## config.mk

```make
export PLATFORM = sky130hd
export DESIGN_NAME = sum_sq_accum
export DESIGN_NICKNAME = d
export VERILOG_FILES = /design/src/rtl/sum_sq_accum.sv
export SDC_FILE = /design/constraint.sdc
export NUM_CORES = 1
export LEC_CHECK = 0
export CAP_MARGIN = 10
export CORE_MARGIN = 2
export CORE_UTILIZATION = 51
export CTS_BUF_LIST = sky130_fd_sc_hd__clkbuf_16
export CTS_CLUSTER_DIAMETER = 100
export DETAILED_ROUTE_END_ITERATION = 8
export GPL_TIMING_DRIVEN = 0
export PLACE_DENSITY = 0.79
export SYNTH_ARGS = -nofsm -noshare
export SYNTH_HDL_FRONTEND = slang
export SYNTH_SLANG_ARGS = --single-unit
```

## constraint.sdc

```tcl
create_clock -name clk -period 9.9 [get_ports clk]
set_input_delay 1.485 -clock clk [delete_from_list [all_inputs] [get_ports clk]]
set_output_delay 1.485 -clock clk [all_outputs]
set_load 0.01 [all_outputs]
```

## src/rtl/sum_sq_accum.sv

```systemverilog
// Streaming sum-of-squares accumulator: squares signed elements, accumulates
// until last_in, and emits one saturated record per vector with fixed latency 3.
module sum_sq_accum #(
  parameter int unsigned id_width   = 20,
  parameter int unsigned elem_width = 16,
  parameter int unsigned cnt_width  = 16
) (
  input  logic                  clk,
  input  logic                  rst,
  input  logic                  valid_in,
  input  logic [elem_width-1:0] elem_in,
  input  logic                  last_in,
  input  logic [id_width-1:0]   vec_id,
  output logic [31:0]           dot_sum,
  output logic [id_width-1:0]   id_out,
  output logic [cnt_width-1:0]  len_out,
  output logic                  sat_out,
  output logic                  valid_out
);

  localparam int unsigned prod_width = 2 * elem_width;
  localparam int unsigned acc_width  = 31;
  localparam int unsigned nxt_width  = 33;
  localparam logic [acc_width-1:0] acc_max = {acc_width{1'b1}};

  typedef enum logic [0:0] {
    FIRST = 1'b0,
    ACCUM = 1'b1
  } state_t;

  state_t state;
  state_t state_next;
  logic   first_tag;

  // Stage 1 registers
  logic                  s1_valid;
  logic [elem_width-1:0] s1_elem;
  logic                  s1_last;
  logic                  s1_first;
  logic [id_width-1:0]   s1_id;

  // Stage 2 registers
  logic                  s2_valid;
  logic [prod_width-1:0] s2_sq;
  logic                  s2_last;
  logic                  s2_first;
  logic [id_width-1:0]   s2_id;

  // Running per-vector state
  logic [acc_width-1:0]  acc;
  logic [cnt_width-1:0]  cnt;
  logic                  sat;
  logic [id_width-1:0]   id_cap;

  // Stage 3 combinational results
  logic signed [prod_width-1:0] prod;
  logic [acc_width-1:0]  acc_base;
  logic [nxt_width-1:0]  acc_sum;
  logic                  over;
  logic [acc_width-1:0]  acc_next;
  logic                  sat_next;
  logic [cnt_width-1:0]  cnt_base;
  logic [cnt_width-1:0]  cnt_next;
  logic [id_width-1:0]   id_next;
  logic                  emit;

  // Framing FSM: state register
  always_ff @(posedge clk or posedge rst) begin
    if (rst) begin
      state <= FIRST;
    end else begin
      state <= state_next;
    end
  end

  // Framing FSM: next state; idle cycles never move the frame
  always_comb begin
    state_next = state;
    if (valid_in) begin
      state_next = last_in ? FIRST : ACCUM;
    end
  end

  // Framing FSM: output decode
  always_comb begin
    first_tag = 1'b0;
    if (state == FIRST) begin
      first_tag = 1'b1;
    end
  end

  // S1: capture element, framing tags and the ID of a new vector
  always_ff @(posedge clk or posedge rst) begin
    if (rst) begin
      s1_valid <= 1'b0;
      s1_elem  <= '0;
      s1_last  <= 1'b0;
      s1_first <= 1'b0;
      s1_id    <= '0;
    end else begin
      s1_valid <= valid_in;
      if (valid_in) begin
        s1_elem  <= elem_in;
        s1_last  <= last_in;
        s1_first <= first_tag;
        if (first_tag) begin
          s1_id <= vec_id;
        end
      end
    end
  end

  // Square is never negative, so the signed product is reused as unsigned
  assign prod = $signed(s1_elem) * $signed(s1_elem);

  // S2: register the square
  always_ff @(posedge clk or posedge rst) begin
    if (rst) begin
      s2_valid <= 1'b0;
      s2_sq    <= '0;
      s2_last  <= 1'b0;
      s2_first <= 1'b0;
      s2_id    <= '0;
    end else begin
      s2_valid <= s1_valid;
      if (s1_valid) begin
        s2_sq    <= $unsigned(prod);
        s2_last  <= s1_last;
        s2_first <= s1_first;
        s2_id    <= s1_id;
      end
    end
  end

  // S3: a first element restarts acc/cnt/sat in the same cycle it is used
  always_comb begin
    acc_base = s2_first ? '0 : acc;
    acc_sum  = nxt_width'(acc_base) + nxt_width'(s2_sq);
    over     = (acc_sum[nxt_width-1:acc_width] != '0);
    acc_next = over ? acc_max : acc_sum[acc_width-1:0];
    sat_next = over | (s2_first ? 1'b0 : sat);
    cnt_base = s2_first ? '0 : cnt;
    cnt_next = (&cnt_base) ? cnt_base : cnt_base + cnt_width'(1);
    id_next  = s2_first ? s2_id : id_cap;
    emit     = s2_valid & s2_last;
  end

  // Accumulator state
  always_ff @(posedge clk or posedge rst) begin
    if (rst) begin
      acc    <= '0;
      cnt    <= '0;
      sat    <= 1'b0;
      id_cap <= '0;
    end else if (s2_valid) begin
      acc    <= acc_next;
      cnt    <= cnt_next;
      sat    <= sat_next;
      id_cap <= id_next;
    end
  end

  // Output record; payload holds between strobes
  always_ff @(posedge clk or posedge rst) begin
    if (rst) begin
      dot_sum   <= '0;
      id_out    <= '0;
      len_out   <= '0;
      sat_out   <= 1'b0;
      valid_out <= 1'b0;
    end else begin
      valid_out <= emit;
      if (emit) begin
        dot_sum <= {1'b0, acc_next};
        id_out  <= id_next;
        len_out <= cnt_next;
        sat_out <= sat_next;
      end
    end
  end

endmodule

```

==> implementation parameters <==
Parameter                              Value

Outcome
  Run status ... finished, final reports clean

STA
  Unrepaired setup endpoints after global routing ... false
  Share of the clock period used by the worst path after layout ... 76.07%
  Slew headroom ... 43.98%
  Max-slew violation count ... 0
  Least-Margin Pin Slew ... 0.8404 ns
  Setup TNS after final layout ... 0 ns
  Final hold vios ... 0
  Shortest clock period the worst path allows after layout ... 7.531 ns
  Max Clk Rate ... 132.8 MHz
  Largest clock skew in the final design ... 0.02072 ns
  Count of final setup violators ... 0

Critical path
  FF-to-FF path depth ... 22
  Critical-path maximum fanout ... 10
  Count of buffering cells on the critical path with inverters included ... 6
  Number of cells on the critical path ... 22
  Max incr delay on CP ... 0.72 ns
  Crit. End Element ... register
  Req. time, crit path ... 10.33 ns
  Cells traversed along the worst timing path ... clkbuf_1 > inv_1 > clkbuf_1 > nor2_1 > fa_1 > inv_1 > fa_1 > fa_1 > fa_1 > fa_1 > fa_1 > inv_1 > ha_1 > clkbuf_1 > and4_1 > and2_1 > nand3_1 > o31a_1 > a311oi_1 > a31oi_1 > xnor2_1 > mux2_2
  Cell family contributing the most delay on the critical path ... adder cells
  Worst path most repeated cell ... sky130_fd_sc_hd__fa_1
  Kind of start point of the critical path ... register
  Data arrival time at the worst-slack endpoint ... 7.96 ns
  Critical path class ... reg2reg
  CP max stage cell ... sky130_fd_sc_hd__fa_1

Yosys
  Primary flip-flop cell chosen by synthesis mapping ... sky130_fd_sc_hd__dfrtp_1
  Total standard cell area after synthesis ... 0.02023 mm2
  Number of enable flip-flop cells after synthesis ... 0
  Top cells by area in the synthesized netlist ... sky130_fd_sc_hd__dfrtp_1, sky130_fd_sc_hd__fa_1, sky130_fd_sc_hd__ha_1
  Post-synth top area cell ... sky130_fd_sc_hd__dfrtp_1
  Post-Synthesis Net Count ... 2482
  Distinct cell type count after synthesis ... 81
  Dominant cell by count in the synthesized netlist ... sky130_fd_sc_hd__inv_1
  List of most frequent post-synthesis cells ... sky130_fd_sc_hd__inv_1, sky130_fd_sc_hd__fa_1, sky130_fd_sc_hd__dfrtp_1, sky130_fd_sc_hd__nand2_1, sky130_fd_sc_hd__nor2_1
  Area share of the leading cell type in the synthesized netlist ... 28.58%
  Count of synthesis-stage warnings from yosys ... 0
  Synth async-reset ratio ... 100.0%
  Seq/Total Area, Yosys ... 28.58%
  Synthesized instance count ... 2086
  Yosys reg bits ... 231
  Post-Syn Area per Cell ... 9.696 um2

Hold path
  Tightest Hold Check Type ... reg2reg
  Hold Crit Depth ... 0

Global route
  Maximum number of pins on one net before global-route repair ... 138
  Global-route wire length before repair ... 83.71 mm
  Global route overflow ... 0
  Number of antenna violations at the first check in global routing ... 0
  Number of global-route vias before repair ... 16330
  Overall track demand over capacity in global routing ... 25.38%

Die
  Die Span X ... 203.1 um
  Starting density of the core ... 51.97%
  Row Count ... 72
  Full die area ... 0.04127 mm2
  Num ports ... 110
  Die Y-Extent ... 203.1 um
  Area of the core ... 0.03892 mm2

Layout
  Post-layout net count ... 2619
  Count of inserted antenna diode cells ... 0
  Fillcell total ... 3345
  Area growth from synthesis to layout ... 12.74%
  Fraction of layout cells with a size suffix above 1 ... 7.713%

Placed design
  Final Wtd Congestion ... 0.9391
  Count of input and output buffers ... 108
  Sum of net half-perimeters after detailed placement ... 39.55 mm

Routing
  Average detailed-routed wire length per instance ... 18.12 um
  Vias ... 15270
  DR iter-0 viols ... 921
  Post-route DRC violation count ... 0
  Post-Route WL ... 50.03 mm
  Antenna viol nets, final ... 0
  Vias per cell ... 5.530
  Number of iterations in the first detailed-routing pass ... 7

Clock network
  Number of buffers inserted by post-CTS setup repair ... 0
  Total number of H-tree levels ... 1
  Post-CTS Hold Buffers ... 0
  Clock tree from TritonCTS ... yes
  Quantity of gates resized following cts ... 0
  Num CTS Buffers ... 26
  Clk sinks ... 231
  Post-CTS clock slew at the launch and capture registers of the worst setup and hold paths ... 0.06 ns
  Root buffer cell ... sky130_fd_sc_hd__clkbuf_16
  Buffers from clock root to sink, at most ... 3
  Worst-Skew Late Latency ... 0.54 ns

Run
  Max cap viols ... 0
==> worst reg2reg max path, cell delays in order, from the launching register on <==
cell and delay [ns]:
sky130_fd_sc_hd__dfrtp_1 0.36, sky130_fd_sc_hd__clkbuf_1 0.25, sky130_fd_sc_hd__inv_1 0.28, sky130_fd_sc_hd__clkbuf_1 0.55, sky130_fd_sc_hd__nor2_1 0.20, sky130_fd_sc_hd__fa_1 0.72, sky130_fd_sc_hd__inv_1 0.11, sky130_fd_sc_hd__fa_1 0.57
sky130_fd_sc_hd__fa_1 0.46, sky130_fd_sc_hd__fa_1 0.57, sky130_fd_sc_hd__fa_1 0.43, sky130_fd_sc_hd__fa_1 0.49, sky130_fd_sc_hd__inv_1 0.04, sky130_fd_sc_hd__ha_1 0.25, sky130_fd_sc_hd__clkbuf_1 0.25, sky130_fd_sc_hd__and4_1 0.26
sky130_fd_sc_hd__and2_1 0.25, sky130_fd_sc_hd__nand3_1 0.11, sky130_fd_sc_hd__o31a_1 0.31, sky130_fd_sc_hd__a311oi_1 0.39, sky130_fd_sc_hd__a31oi_1 0.17, sky130_fd_sc_hd__xnor2_1 0.16, sky130_fd_sc_hd__mux2_2 0.26
==> layout make-up <==
cell class | instances | area [um2] | area share, %
multi-input cells | 1415 | 12730 | 55.82
flip-flops and latches | 231 | 5781 | 25.35
inverters | 352 | 1329 | 5.827
repair buffers | 109 | 1109 | 4.862
clock buffers | 27 | 675.6 | 2.963
well taps | 518 | 648.1 | 2.842
plain buffers | 88 | 395.4 | 1.734
clock inverters | 21 | 136.4 | 0.5981
==> cells by family after synthesis <==
kind of cell | Yosys count | synth area share, %
AND/OR/NAND/NOR | 533 | 12.32
buffers and inverters | 440 | 8.487
adder cells (fa/ha/maj) | 356 | 30.78
AO/OA/AOI/OAI | 344 | 10.68
flip-flops | 231 | 28.58
multiplexers | 117 | 6.353
XOR/XNOR | 64 | 2.771
other | 1 | 0.01854
==> cells in the final DEF, fill, tap and decap left out, drive strengths merged, types with 11 or more instances in the layout <==
cell	n
xor2	16
o21a	11
fa	236
inv	358
dfrtp	231
nand3	25
and3	18
mux2i	26
nor2b	40
xnor2	48
ha	120
o31ai	12
a31oi	16
nor3	16
a21o	24
buf	14
clkdlybuf4s50	108
nor2	140
and2	42
clkbuf	101
nand2	205
clkinv	14
mux2	91
o21bai	11
o21ai	113
a21oi	96
==> metrics by stage <==
| stage | cell area, um2 | utilization, % | instances | worst slack (ns) | hold slack, ns |
|---|---|---|---|---|---|
| 2_1_floorplan | 20230 | - | 2086 | 2.082 | 0.3905 |
| 3_3_place_gp | 21950 | 56.41 | 2712 | -0.6984 | 0.4213 |
| 3_5_place_dp | 21990 | 56.50 | 2713 | 2.419 | 0.4113 |
| 4_1_cts | 22800 | 58.59 | 2761 | 2.405 | 0.4234 |
| 5_1_grt | 22800 | 58.59 | 2761 | 1.941 | 0.4713 |
| 6_report | 22800 | 58.59 | 2761 | 2.369 | 0.4191 |
==> metal layers <==
metal	global-route usage (%)	wire (um)	vias to the layer above
li1	-	-	6991
met1	34.61	21520	7714
met2	42.87	24330	451
met3	3.068	2733	111
met4	7.508	1436	0
met5	0	0	-
==> worst paths after layout <==
path / startpoint / end / slack (ns)
worst max-delay path: s1_elem[15] / s2_sq[30] / 2.37
worst min-delay path: s1_valid / s2_valid / 0.42
worst max register to register: s1_elem[15] / s2_sq[30] / 2.37
worst min register to register: s1_valid / s2_valid / 0.42
max in group asynchronous: rst / acc[9] / 7.30
min in group asynchronous: rst / s1_id[15] / 1.47
==> state kept, by name (all words and copies together), names as in the netlist, 16 cells and up <==
| name | count |
|---|---|
| acc | 31 |
| id_out | 20 |
| dot_sum | 31 |
| len_out | 16 |
| s2_id | 20 |
| id_cap | 20 |
| s1_elem | 16 |
| s1_id | 20 |
| s2_sq | 31 |
| cnt | 16 |
Power is left out: the tool's default activity adds up to more than one toggle a clock period on the data nets, which glitch-free logic cannot reach.
